**config.mk**
```make
export PLATFORM = sky130hd
export DESIGN_NAME = hdu_scoreboard
export DESIGN_NICKNAME = d
export VERILOG_FILES = /design/src/rtl/hdu_scoreboard_pkg.sv /design/src/rtl/hdu_fwd_pick.sv /design/src/rtl/hdu_scoreboard.sv
export SDC_FILE = /design/constraint.sdc
export NUM_CORES = 1
export LEC_CHECK = 0
export CELL_PAD_IN_SITES_DETAIL_PLACEMENT = 0
export CELL_PAD_IN_SITES_GLOBAL_PLACEMENT = 2
export CORE_ASPECT_RATIO = 1.25
export CORE_MARGIN = 10
export CORE_UTILIZATION = 34
export DETAILED_ROUTE_END_ITERATION = 8
export MAX_ROUTING_LAYER = met4
export PLACE_DENSITY = 0.78
export SLEW_MARGIN = 15
export SYNTH_ARGS = -nofsm -noshare
export SYNTH_HDL_FRONTEND = slang
export SYNTH_HIERARCHICAL = 1
export SYNTH_SLANG_ARGS = --single-unit
```
**constraint.sdc**
```tcl
create_clock -name clk -period 2.8 [get_ports clk]
set_clock_uncertainty 0.05 [all_clocks]
set_input_delay 0.56 -clock clk [delete_from_list [all_inputs] [get_ports clk]]
set_output_delay 0.56 -clock clk [all_outputs]
set_load 0.02 [all_outputs]
```
**src/rtl/hdu_scoreboard_pkg.sv**
```systemverilog
// Shared types and constants for the hazard detection unit.
// Latency: n/a (declarations only).
// Backpressure: n/a.
package hdu_scoreboard_pkg;

    // Default register address width of the in-order core.
    localparam int REG_ADDRESS_LENGTH_DEF = 5;

    // Pipeline stage indices as seen from ID (entry k of the scoreboard).
    localparam int STG_EX  = 1;
    localparam int STG_MEM = 2;
    localparam int STG_WB  = 3;

    // Forwarding select value meaning "take the operand from the register file".
    localparam int FWD_SRC_RF = 0;

    // One scoreboard entry: an in-flight producer of a destination register.
    typedef struct packed {
        logic                              valid;
        logic [REG_ADDRESS_LENGTH_DEF-1:0] rd;
        logic                              is_load;
    } sb_entry_t;

endpackage : hdu_scoreboard_pkg

```
**src/rtl/hdu_fwd_pick.sv**
```systemverilog
// Priority match of one source operand against all scoreboard entries.
// Latency: purely combinational, zero cycles.
// Backpressure: none; the hazard output feeds the stall decision upstream.
module hdu_fwd_pick
    import hdu_scoreboard_pkg::*;
#(
    parameter int ADDR_W     = REG_ADDRESS_LENGTH_DEF,
    parameter int DEPTH      = 3,
    parameter int LOAD_READY = STG_MEM,
    parameter int SEL_W      = 2
) (
    input  logic [ADDR_W-1:0]       src,
    input  logic [DEPTH-1:0]        ent_valid,
    input  logic [DEPTH*ADDR_W-1:0] ent_rd,
    input  logic [DEPTH-1:0]        ent_load,
    output logic [SEL_W-1:0]        sel,
    output logic                    hazard
);

    // Walk from the oldest entry to the youngest so the youngest match is the
    // last one written and therefore wins. Only that producer decides whether
    // its data is available; older matches are overridden entirely.
    always_comb begin
        sel    = SEL_W'(FWD_SRC_RF);
        hazard = 1'b0;
        if (src != '0) begin
            for (int k = DEPTH; k >= 1; k--) begin
                if (ent_valid[k-1] && (ent_rd[(k-1)*ADDR_W +: ADDR_W] == src)) begin
                    sel    = SEL_W'(k);
                    // A load only has its data from LOAD_READY onwards.
                    hazard = ent_load[k-1] && (k < LOAD_READY);
                end
            end
        end
    end

endmodule : hdu_fwd_pick

```
**src/rtl/hdu_scoreboard.sv**
```systemverilog
// Shift-register scoreboard giving per-operand forwarding selects and load-use stalls.
// Latency: selects and stall are combinational from state and ID inputs; state shifts each edge.
// Backpressure: stall freezes IF/ID and injects a bubble; hold freezes the whole scoreboard.
module hdu_scoreboard
    import hdu_scoreboard_pkg::*;
#(
    parameter int REG_ADDRESS_LENGTH = REG_ADDRESS_LENGTH_DEF,
    parameter int FWD_DEPTH          = 3,
    parameter int LOAD_READY_STAGE   = STG_MEM,
    parameter int CNT_WIDTH          = 16,
    parameter int SEL_W              = $clog2(FWD_DEPTH + 1)
) (
    input  logic                          clk,
    input  logic                          rst_n,
    input  logic                          id_valid,
    input  logic [REG_ADDRESS_LENGTH-1:0] id_rA,
    input  logic [REG_ADDRESS_LENGTH-1:0] id_rB,
    input  logic                          id_wr_en,
    input  logic [REG_ADDRESS_LENGTH-1:0] id_rd,
    input  logic                          id_is_load,
    input  logic                          hold,
    output logic [SEL_W-1:0]              fwd_sel_rA,
    output logic [SEL_W-1:0]              fwd_sel_rB,
    output logic                          stall,
    output logic [CNT_WIDTH-1:0]          stall_count
);

    localparam int AW = REG_ADDRESS_LENGTH;

    // Scoreboard storage; bit/slice k-1 holds stage k (k = 1 is EX).
    logic [FWD_DEPTH-1:0]    sb_valid;
    logic [FWD_DEPTH*AW-1:0] sb_rd;
    logic [FWD_DEPTH-1:0]    sb_load;

    logic hazard_rA;
    logic hazard_rB;
    logic ins_valid;

    hdu_fwd_pick #(
        .ADDR_W     (AW),
        .DEPTH      (FWD_DEPTH),
        .LOAD_READY (LOAD_READY_STAGE),
        .SEL_W      (SEL_W)
    ) u_pick_rA (
        .src       (id_rA),
        .ent_valid (sb_valid),
        .ent_rd    (sb_rd),
        .ent_load  (sb_load),
        .sel       (fwd_sel_rA),
        .hazard    (hazard_rA)
    );

    hdu_fwd_pick #(
        .ADDR_W     (AW),
        .DEPTH      (FWD_DEPTH),
        .LOAD_READY (LOAD_READY_STAGE),
        .SEL_W      (SEL_W)
    ) u_pick_rB (
        .src       (id_rB),
        .ent_valid (sb_valid),
        .ent_rd    (sb_rd),
        .ent_load  (sb_load),
        .sel       (fwd_sel_rB),
        .hazard    (hazard_rB)
    );

    // Stall the whole ID instruction if either operand's youngest producer is not ready.
    always_comb begin
        stall = id_valid && (hazard_rA || hazard_rB);
    end

    // Only a real, non-stalled instruction that writes a non-zero register enters EX.
    always_comb begin
        ins_valid = id_valid && !stall && id_wr_en && (id_rd != '0);
    end

    // Advance the scoreboard one stage per unfrozen cycle; the oldest entry retires
    // because the register file write-through covers it from then on.
    always_ff @(posedge clk or negedge rst_n) begin
        if (!rst_n) begin
            sb_valid <= '0;
            sb_rd    <= '0;
            sb_load  <= '0;
        end else if (!hold) begin
            for (int k = FWD_DEPTH - 1; k >= 1; k--) begin
                sb_valid[k]        <= sb_valid[k-1];
                sb_rd[k*AW +: AW]  <= sb_rd[(k-1)*AW +: AW];
                sb_load[k]         <= sb_load[k-1];
            end
            sb_valid[STG_EX-1]           <= ins_valid;
            sb_rd[(STG_EX-1)*AW +: AW]   <= id_rd;
            sb_load[STG_EX-1]            <= id_is_load;
        end
    end

    // Count stall cycles that actually take effect, saturating at all-ones.
    always_ff @(posedge clk or negedge rst_n) begin
        if (!rst_n) begin
            stall_count <= '0;
        end else if (stall && !hold && (stall_count != '1)) begin
            stall_count <= stall_count + 1'b1;
        end
    end

endmodule : hdu_scoreboard

```
== Word level (Yosys, flattened, before mapping) ==
Index checks and enable logic that the tools add are counted.
Storage, ports and cells
  latch bits: 0
  memories kept: 0
  bits in read-only memories: 0
  bits in writable memories: 0
  bits in registers: 35
  logic and storage cells: 42
Operators by class
  $mul: 0
  order comparisons: 0
  shift operators: 0
  div/mod/pow operators: 0
  equal/unequal tests: 7
  multiplexer cells: 12
  reduce and logical (&&, ||, !) cells: 18
  bitwise operators: 0
  add/sub/neg operators: 1
Operator list (count)
  $eq 5x5->1: 6
  $add 16x1->16 const B: 1
  $mux 2: 8
  $ne 16x16->1 const B: 1
  $reduce_bool 5->1: 3
  $logic_and 1x1->1: 12
  $mux 1: 4
  $logic_not 1->1: 2
  $logic_or 1x1->1: 1

== Longest topological paths before layout ==
Gate-level depths: netlist (run 1).
  word-level depth: 10
  gate-level depth with buffers: 8
  gate-level depth less buffers: 8

== Modules after synthesis ==
Netlist (run 1), hierarchy kept.
Modules (own cells, without submodules)
  hdu_scoreboard: area an instance 1654.1 um^2, cells an instance 127, sequential area each 925.9 um^2, instances 1
  hdu_fwd_pick: area an instance 239.0 um^2, cells an instance 29, sequential area each 0.0 um^2, instances 2

== Worst setup path before layout (run 1) ==
No wires, ideal clock.
  kind: input -> register
  from: input id_rB[1]
  to: register stall_count[10]
  setup slack: 0.472 ns
  cell stages on the path: 8
  setup time: 0.132 ns
  buffers on the path: 0
  arrival time: 2.146 ns
  cells stage by stage: xor2_1 nor4_2 and3_1 and3_1 o21ai_2 nor4b_4 nand4_1 xnor2_1
On the way
  cells in the longest elaborated chain, start to end: 8
  elaborated cells between the ends (all ways): 9
  those cells by class: eq/ne (1); mux (2); reduce/logical (6)
RTL lines
  start, declared: RTL line hdu_scoreboard.sv:17  | input logic [REG_ADDRESS_LENGTH-1:0] id_rB,
  $eq 5x5->1: RTL line hdu_fwd_pick.sv:28  | if (ent_valid[k-1] && (ent_rd[(k-1)*ADDR_W +: ADDR_W] == src)) begin
  $logic_and 1x1->1: RTL line hdu_fwd_pick.sv:28
  $mux 1: RTL line hdu_fwd_pick.sv:28
  $mux 1 *: RTL line hdu_fwd_pick.sv:26  | if (src != '0) begin
  net hazard_rB: RTL line hdu_scoreboard.sv:36  | logic hazard_rB;
  $logic_or 1x1->1 *: RTL line hdu_scoreboard.sv:69  | stall = id_valid && (hazard_rA || hazard_rB);
  $logic_and 1x1->1 *: RTL line hdu_scoreboard.sv:69
  $logic_and 1x1->1 * (2 in a row): RTL line hdu_scoreboard.sv:100  | end else if (stall && !hold && (stall_count != '1)) begin
  end signal, assigned: RTL line hdu_scoreboard.sv:101  | stall_count <= stall_count + 1'b1;
  end, declared: RTL line hdu_scoreboard.sv:25  | output logic [CNT_WIDTH-1:0] stall_count
The timed path passes the listed nets; every way through them passes the cells marked *.
A chain may end at the register's enable or synchronous reset.

== Final worst setup path (run 1) ==
  from: input id_rA[2]
  to: output stall
On the way
  cells in the longest elaborated chain, start to end: 6
  elaborated cells between the ends (all ways): 7
  those cells by class: eq/ne (1); mux (2); reduce/logical (4)
RTL lines
  start, declared: RTL line hdu_scoreboard.sv:16  | input logic [REG_ADDRESS_LENGTH-1:0] id_rA,
  $eq 5x5->1: RTL line hdu_fwd_pick.sv:28
  $logic_and 1x1->1: RTL line hdu_fwd_pick.sv:28
  $mux 1: RTL line hdu_fwd_pick.sv:28
  $mux 1 *: RTL line hdu_fwd_pick.sv:26
  net hazard_rA: RTL line hdu_scoreboard.sv:35  | logic hazard_rA;
  $logic_or 1x1->1 *: RTL line hdu_scoreboard.sv:69
  $logic_and 1x1->1 *: RTL line hdu_scoreboard.sv:69
  end, declared: RTL line hdu_scoreboard.sv:24  | output logic stall,
Marks and branches as above.

==> summary.txt, run 1 <==
Status - finished, final reports clean
CP arrival - 2.14 ns
Synthesized area - 2060 um^2
Family with the most delay on the worst path - simple AND/OR/NAND/NOR gates
Pins over their slew limit - 0
Initial antenna violation count - 0
Post-DRT Antenna Nets - 0
Clock Sinks - 35
Slew at the pin closest to its max-slew limit - 0.442 ns
Post-route cell area - 2860 um^2
CTS tree - yes
Die width - 89.6 um
DR iter-0 viols - 34
Commonest cells after routing, fill and taps aside - dfrtp_1 (35), buf_4 (29), xor2_1 (26), clkdlybuf4s50_1 (26), mux2_2 (18)
Cells after Synth - 181
Slew Limit Headroom - 0.705
NetSw - 0.341 mW
Global route total overflow - 0
WL/cell - 15.3 um
Crit Path Class - primary input to output port
Layout area overhead - 38.9%
Filler cells - 560
Leak pwr - 1.24 nW
Drt first pass iters - 4
Largest net degree at the start of global routing - 36
Net Count, Synth - 203
Clock transition at path regs - 0.07 ns
Root Buffer - clkbuf_8
Nets - 275
Most used cell, CP - and3_1
DR vias - 1,644
Final Util - 0.489
Comb pwr share - 0.180
Fmax - 364 MHz
# placed instances - 327
Final GP Congestion - 0.847
Final hold viol count - 0
DP HPWL - 4.08 mm
First-pass GRT wire length - 8.49 mm
Sw frac - 0.267
# rows - 31
Vias in the first global route - 1,720
Crit end category - output port
Final worst path period share - 0.981
H-tree depth - 2
CP bufs+invs - 3
Total track usage - 0.116
Die area - 9590 um^2
Diode count - 0
Worst skew pair latency - 0.29 ns
Die height - 107 um
Ports - 42
Final Non-Filler Cells - 336
# DRC - 0
Num CTS Buffers - 5
Ys Warns - 6
Minimum clock period - 2.75 ns
Critical Path Max Stage Delay - 0.39 ns
Hold WS - 0.490 ns
RSZ-0062 raised after global routing - true
Worst Setup Start Kind - primary input
CP max-delay cell - nor4_2
Fraction of layout cells with a size suffix above 1 - 0.315
Max-cap violations - 0
Int Pwr - 0.937 mW
Most common cell after layout, fill and taps aside - dfrtp_1
Clk pwr share - 0.353
Setup Viol. Count Final - 0
Worst vdd ir - 0.000330 V
Number of hold buffers added after cts - 0
Sequential share of power - 0.467
Cell area power density - 447 nW/um^2
Port Buffers - 41
Crit-path max FO - 3
Worst Hold Class - flop to flop
Clock buffer depth - 2
Initial Util - 0.352
Avg Inst Size Synth - 11.4 um^2
Vias per inst - 4.89
Core area - 5860 um^2
CP Cell Sequence - dlygate4sd2_1 > xor2_1 > nor4_2 > and3_1 > and3_1 > o21ai_2 > inv_1 > buf_2
Cell Area, Placed - 2750 um^2
Critical Path RT - 2.19 ns
Total wire length - 5.14 mm
## repair_timing
| action | 4_1_cts | 5_1_grt |
|---|---|---|
| buffers inserted | 1 | 0 |
| gates resized for setup | 31 | 4 |
| setup endpoints to repair | 14 | 5 |
| pin swaps | 10 | 3 |
## state kept, by name, indices dropped and copies added, names as in the netlist
signal       flops
sb_load          1
sb_valid         3
stall_count     16
sb_rd           15
## cell type report
cell class	instances	area [um^2]	share of cell area
Sequential cell	35	876	0.306
Inverter	1	3.75	0.00131
Multi-Input combinational cell	142	1180	0.413
Clock buffer	5	68.8	0.0240
Tap cell	82	103	0.0359
Timing Repair Buffer	68	584	0.204
Clock inverter	3	43.8	0.0153
## power groups by stage
stage               combinational, mW  sequential, mW  clock, mW
global placement                0.232           0.607          0
floorplan                       0.130           0.598          0
detailed placement              0.232           0.608          0
global route                    0.253           0.605      0.494
finish                          0.230           0.597      0.451
CTS                             0.227           0.598      0.470
## per-stage QoR
stage               power [mW]  setup TNS (ns)  setup WS (ns)
floorplan                0.728               0          0.472
global placement         0.839           -7.42         -0.593
detailed placement       0.840           -7.47         -0.600
CTS                       1.29               0         0.0314
global route              1.35         -0.0153        -0.0153
finish                    1.28               0         0.0525
## final timing paths
kind	slack, ns	end	depth (start not counted)	start
worst max-delay path	0.05	stall	8	id_rA[2]
worst min-delay path	0.49	stall_count[0]	1	stall_count[0]
worst max register to register	0.27	stall_count[6]	10	sb_rd[2]
worst min register to register	0.49	stall_count[0]	1	stall_count[0]
max in group asynchronous	1.75	sb_rd[2]	2	rst_n
min in group asynchronous	0.64	stall_count[1]	2	rst_n
## layer usage
metal	wire [um]	share of wire	track usage	up-vias
li1	-	-	-	804
met1	2260	0.44	0.139	786
met2	2570	0.50	0.188	44
met3	246	0.048	0.0295	10
met4	70	0.014	0.0319	0
met5	0	0	-	-
Power figures use the tool's default switching activity.
==> run 2, diff against run 1 <==
--- a/config.mk
+++ b/config.mk
@@ -13,6 +13,7 @@
 export DETAILED_ROUTE_END_ITERATION = 8
 export MAX_ROUTING_LAYER = met4
 export PLACE_DENSITY = 0.78
+export SETUP_SLACK_MARGIN = 0.3
 export SLEW_MARGIN = 15
 export SYNTH_ARGS = -nofsm -noshare
 export SYNTH_HDL_FRONTEND = slang
==> summary.txt, run 2 (synthesized netlist as in run 1, its figures left out) <==
Status - finished, final reports clean (unchanged)
Crit Path Class - flop to output port (was primary input to output port)
Max FFs per register - 16 (unchanged)
Max-cap violations - 0 (unchanged)
Cell area power density - 437 nW/um^2 (was 447 nW/um^2)
Pins over their slew limit - 0 (unchanged)
M3 GR Usage - 0.0288 (was 0.0295)
Final GP Congestion - 0.847 (unchanged)
Initial antenna violation count - 0 (unchanged)
Clock transition at path regs - 0.08 ns (was 0.07 ns)
DP HPWL - 4.08 mm (unchanged)
Critical Path Max Stage Delay - 0.45 ns (was 0.39 ns)
R2r setup slk - 0.35 ns (was 0.27 ns)
Final hold viol count - 0 (unchanged)
Global route total overflow - 0 (unchanged)
Initial Util - 0.352 (unchanged)
Leak pwr - 1.26 nW (was 1.24 nW)
Worst skew pair latency - 0.29 ns (about the same)
CP arrival - 1.90 ns (was 2.14 ns)
# rows - 31 (unchanged)
Clock Sinks - 35 (unchanged)
H-tree depth - 2 (unchanged)
Largest regs - stall_count: 16 flops, sb_rd: 15 flops, sb_valid: 3 flops (unchanged)
Largest net degree at the start of global routing - 36 (unchanged)
Root Buffer - clkbuf_8 (unchanged)
First-pass GRT wire length - 8.49 mm (about the same)
CTS tree - yes (unchanged)
Fraction of layout cells with a size suffix above 1 - 0.422 (was 0.315)
Met1 Use GR - 0.138 (was 0.139)
Post-DRT Antenna Nets - 0 (unchanged)
Port Buffers - 41 (unchanged)
Final Util - 0.515 (was 0.489)
Die area - 9590 um^2 (unchanged)
Worst hold stages - 1 (unchanged)
DR iter-0 viols - 40 (was 34)
Clock buffer depth - 2 (unchanged)
Vias in the first global route - 1,730 (was 1,720)
Total wire length - 5.19 mm (was 5.14 mm)
Ports - 42 (unchanged)
Hold WS - 0.481 ns (was 0.490 ns)
Largest reg by FF count - stall_count (unchanged)
CP max-delay cell - dfrtp_2 (was nor4_2)
Slew at the pin closest to its max-slew limit - 0.442 ns (about the same)
RSZ-0062 raised after global routing - true (unchanged)
R2r worst-path depth - 10 (unchanged)
WL/cell - 15.3 um (about the same)
Diode count - 0 (unchanged)
Setup Viol. Count Final - 0 (unchanged)
DR vias - 1,648 (was 1,644)
Fmax - 398 MHz (was 364 MHz)
Slew Limit Headroom - 0.705 (about the same)
Critical hold path startpoint - stall_count[13] (was stall_count[0])
Most common cell after layout, fill and taps aside - dfrtp_1 (unchanged)
Final worst path period share - 0.898 (was 0.981)
Number of hold buffers added after cts - 0 (unchanged)
Commonest cells after routing, fill and taps aside - dfrtp_1 (31), buf_4 (27), clkdlybuf4s50_1 (26) (was dfrtp_1 (35), buf_4 (29), xor2_1 (26), clkdlybuf4s50_1 (26), mux2_2 (18))
Core area - 5860 um^2 (unchanged)
GR Util met2 - 0.189 (was 0.188)
Minimum clock period - 2.51 ns (was 2.75 ns)
Total track usage - 0.116 (about the same)
Nets - 279 (was 275)
Worst vdd ir - 0.000333 V (was 0.000330 V)
Die height - 107 um (unchanged)
Crit-path max FO - 4 (was 3)
Worst Hold Class - flop to flop (unchanged)
Vias per inst - 4.85 (was 4.89)
R2R Path Start - sb_rd[1] (was sb_rd[2])
CP Cell Sequence - xor2_2 > nor4_4 > and3_1 > and3_4 > o21ai_2 > inv_1 > buf_6 (was dlygate4sd2_1 > xor2_1 > nor4_2 > and3_1 > and3_1 > o21ai_2 > inv_1 > buf_2)
Crit end category - output port (unchanged)
Die width - 89.6 um (unchanged)
Num CTS Buffers - 5 (unchanged)
Critical Path RT - 2.19 ns (about the same)
Reg-to-reg endpoint - stall_count[15] (was stall_count[6])
Filler cells - 551 (was 560)
Layout area overhead - 46.4% (was 38.9%)
Hold EP - stall_count[13] (was stall_count[0])
# DRC - 0 (unchanged)
Global route hottest layer - met2 (unchanged)
Worst Setup Start Kind - flop (was primary input)
Drt first pass iters - 4 (unchanged)
-- run 2: worst max-delay path by stage --
| stage | depth (start not counted) | start | to | slack [ns] |
|---|---|---|---|---|
| 2_1_floorplan | 8 | id_rB[1] | stall_count[10] | 0.47 |
| 3_3_place_gp | 8 | id_rA[1] | stall | -0.59 |
| 3_5_place_dp | 8 | id_rA[1] | stall | -0.60 |
| 4_1_cts | 7 | sb_rd[2] | stall | 0.25 |
| 5_1_grt | 7 | sb_rd[3] | stall | 0.18 |
| 6_report | 7 | sb_rd[1] | stall | 0.29 |
-- run 2: metrics by stage --
stage                     setup WS [ns]  power, mW  setup TNS [ns]  area (um^2)  cells
after floorplan                   0.472      0.728               0         2060    181
after global routing              0.176       1.39               0         3010    340
after detailed placement         -0.600      0.840           -7.47         2750    327
after CTS                         0.249       1.31               0         2900    338
after global placement           -0.593      0.839           -7.42         2750    327
final                             0.286       1.32               0         3010    340
-- run 2: worst max-delay path, delay by kind of cell, from the launching register on --
family	cells	cell delay, ns
simple gates	3	0.75
flops	1	0.45
xor+xnor	1	0.17
compound gates	1	0.06
buf+inv	2	0.18
-- run 2: layout make-up --
type	instances	area, um^2	area share
Clock buffer	5	68.8	0.0228
Timing Repair Buffer	72	639	0.212
Clock inverter	3	43.8	0.0145
Sequential cell	35	881	0.292
Tap cell	82	103	0.0340
Inverter	1	3.75	0.00125
Multi-Input combinational cell	142	1270	0.423
-- run 2: per-layer routing --
metal,vias to the layer above,share of wire,routed length [um]
met2,41,0.51,2660
li1,806,-,-
met1,791,0.43,2230
met3,10,0.045,235
met4,0,0.013,68
met5,-,0,0
-- run 2: what timing repair did --
| item | in CTS | in global routing |
|---|---|---|
| endpoints found under the setup margin | 21 | 18 |
| buffers inserted | 3 | 2 |
| gates resized for setup | 76 | 22 |
| pin swaps | 14 | 19 |
-- run 2: report_power, final --
part	internal [mW]	switching, mW	leakage, nW
registers	0.548	0.0541	0.446
logic	0.144	0.119	0.756
clock network	0.265	0.188	0.0581
total	0.957	0.361	1.26
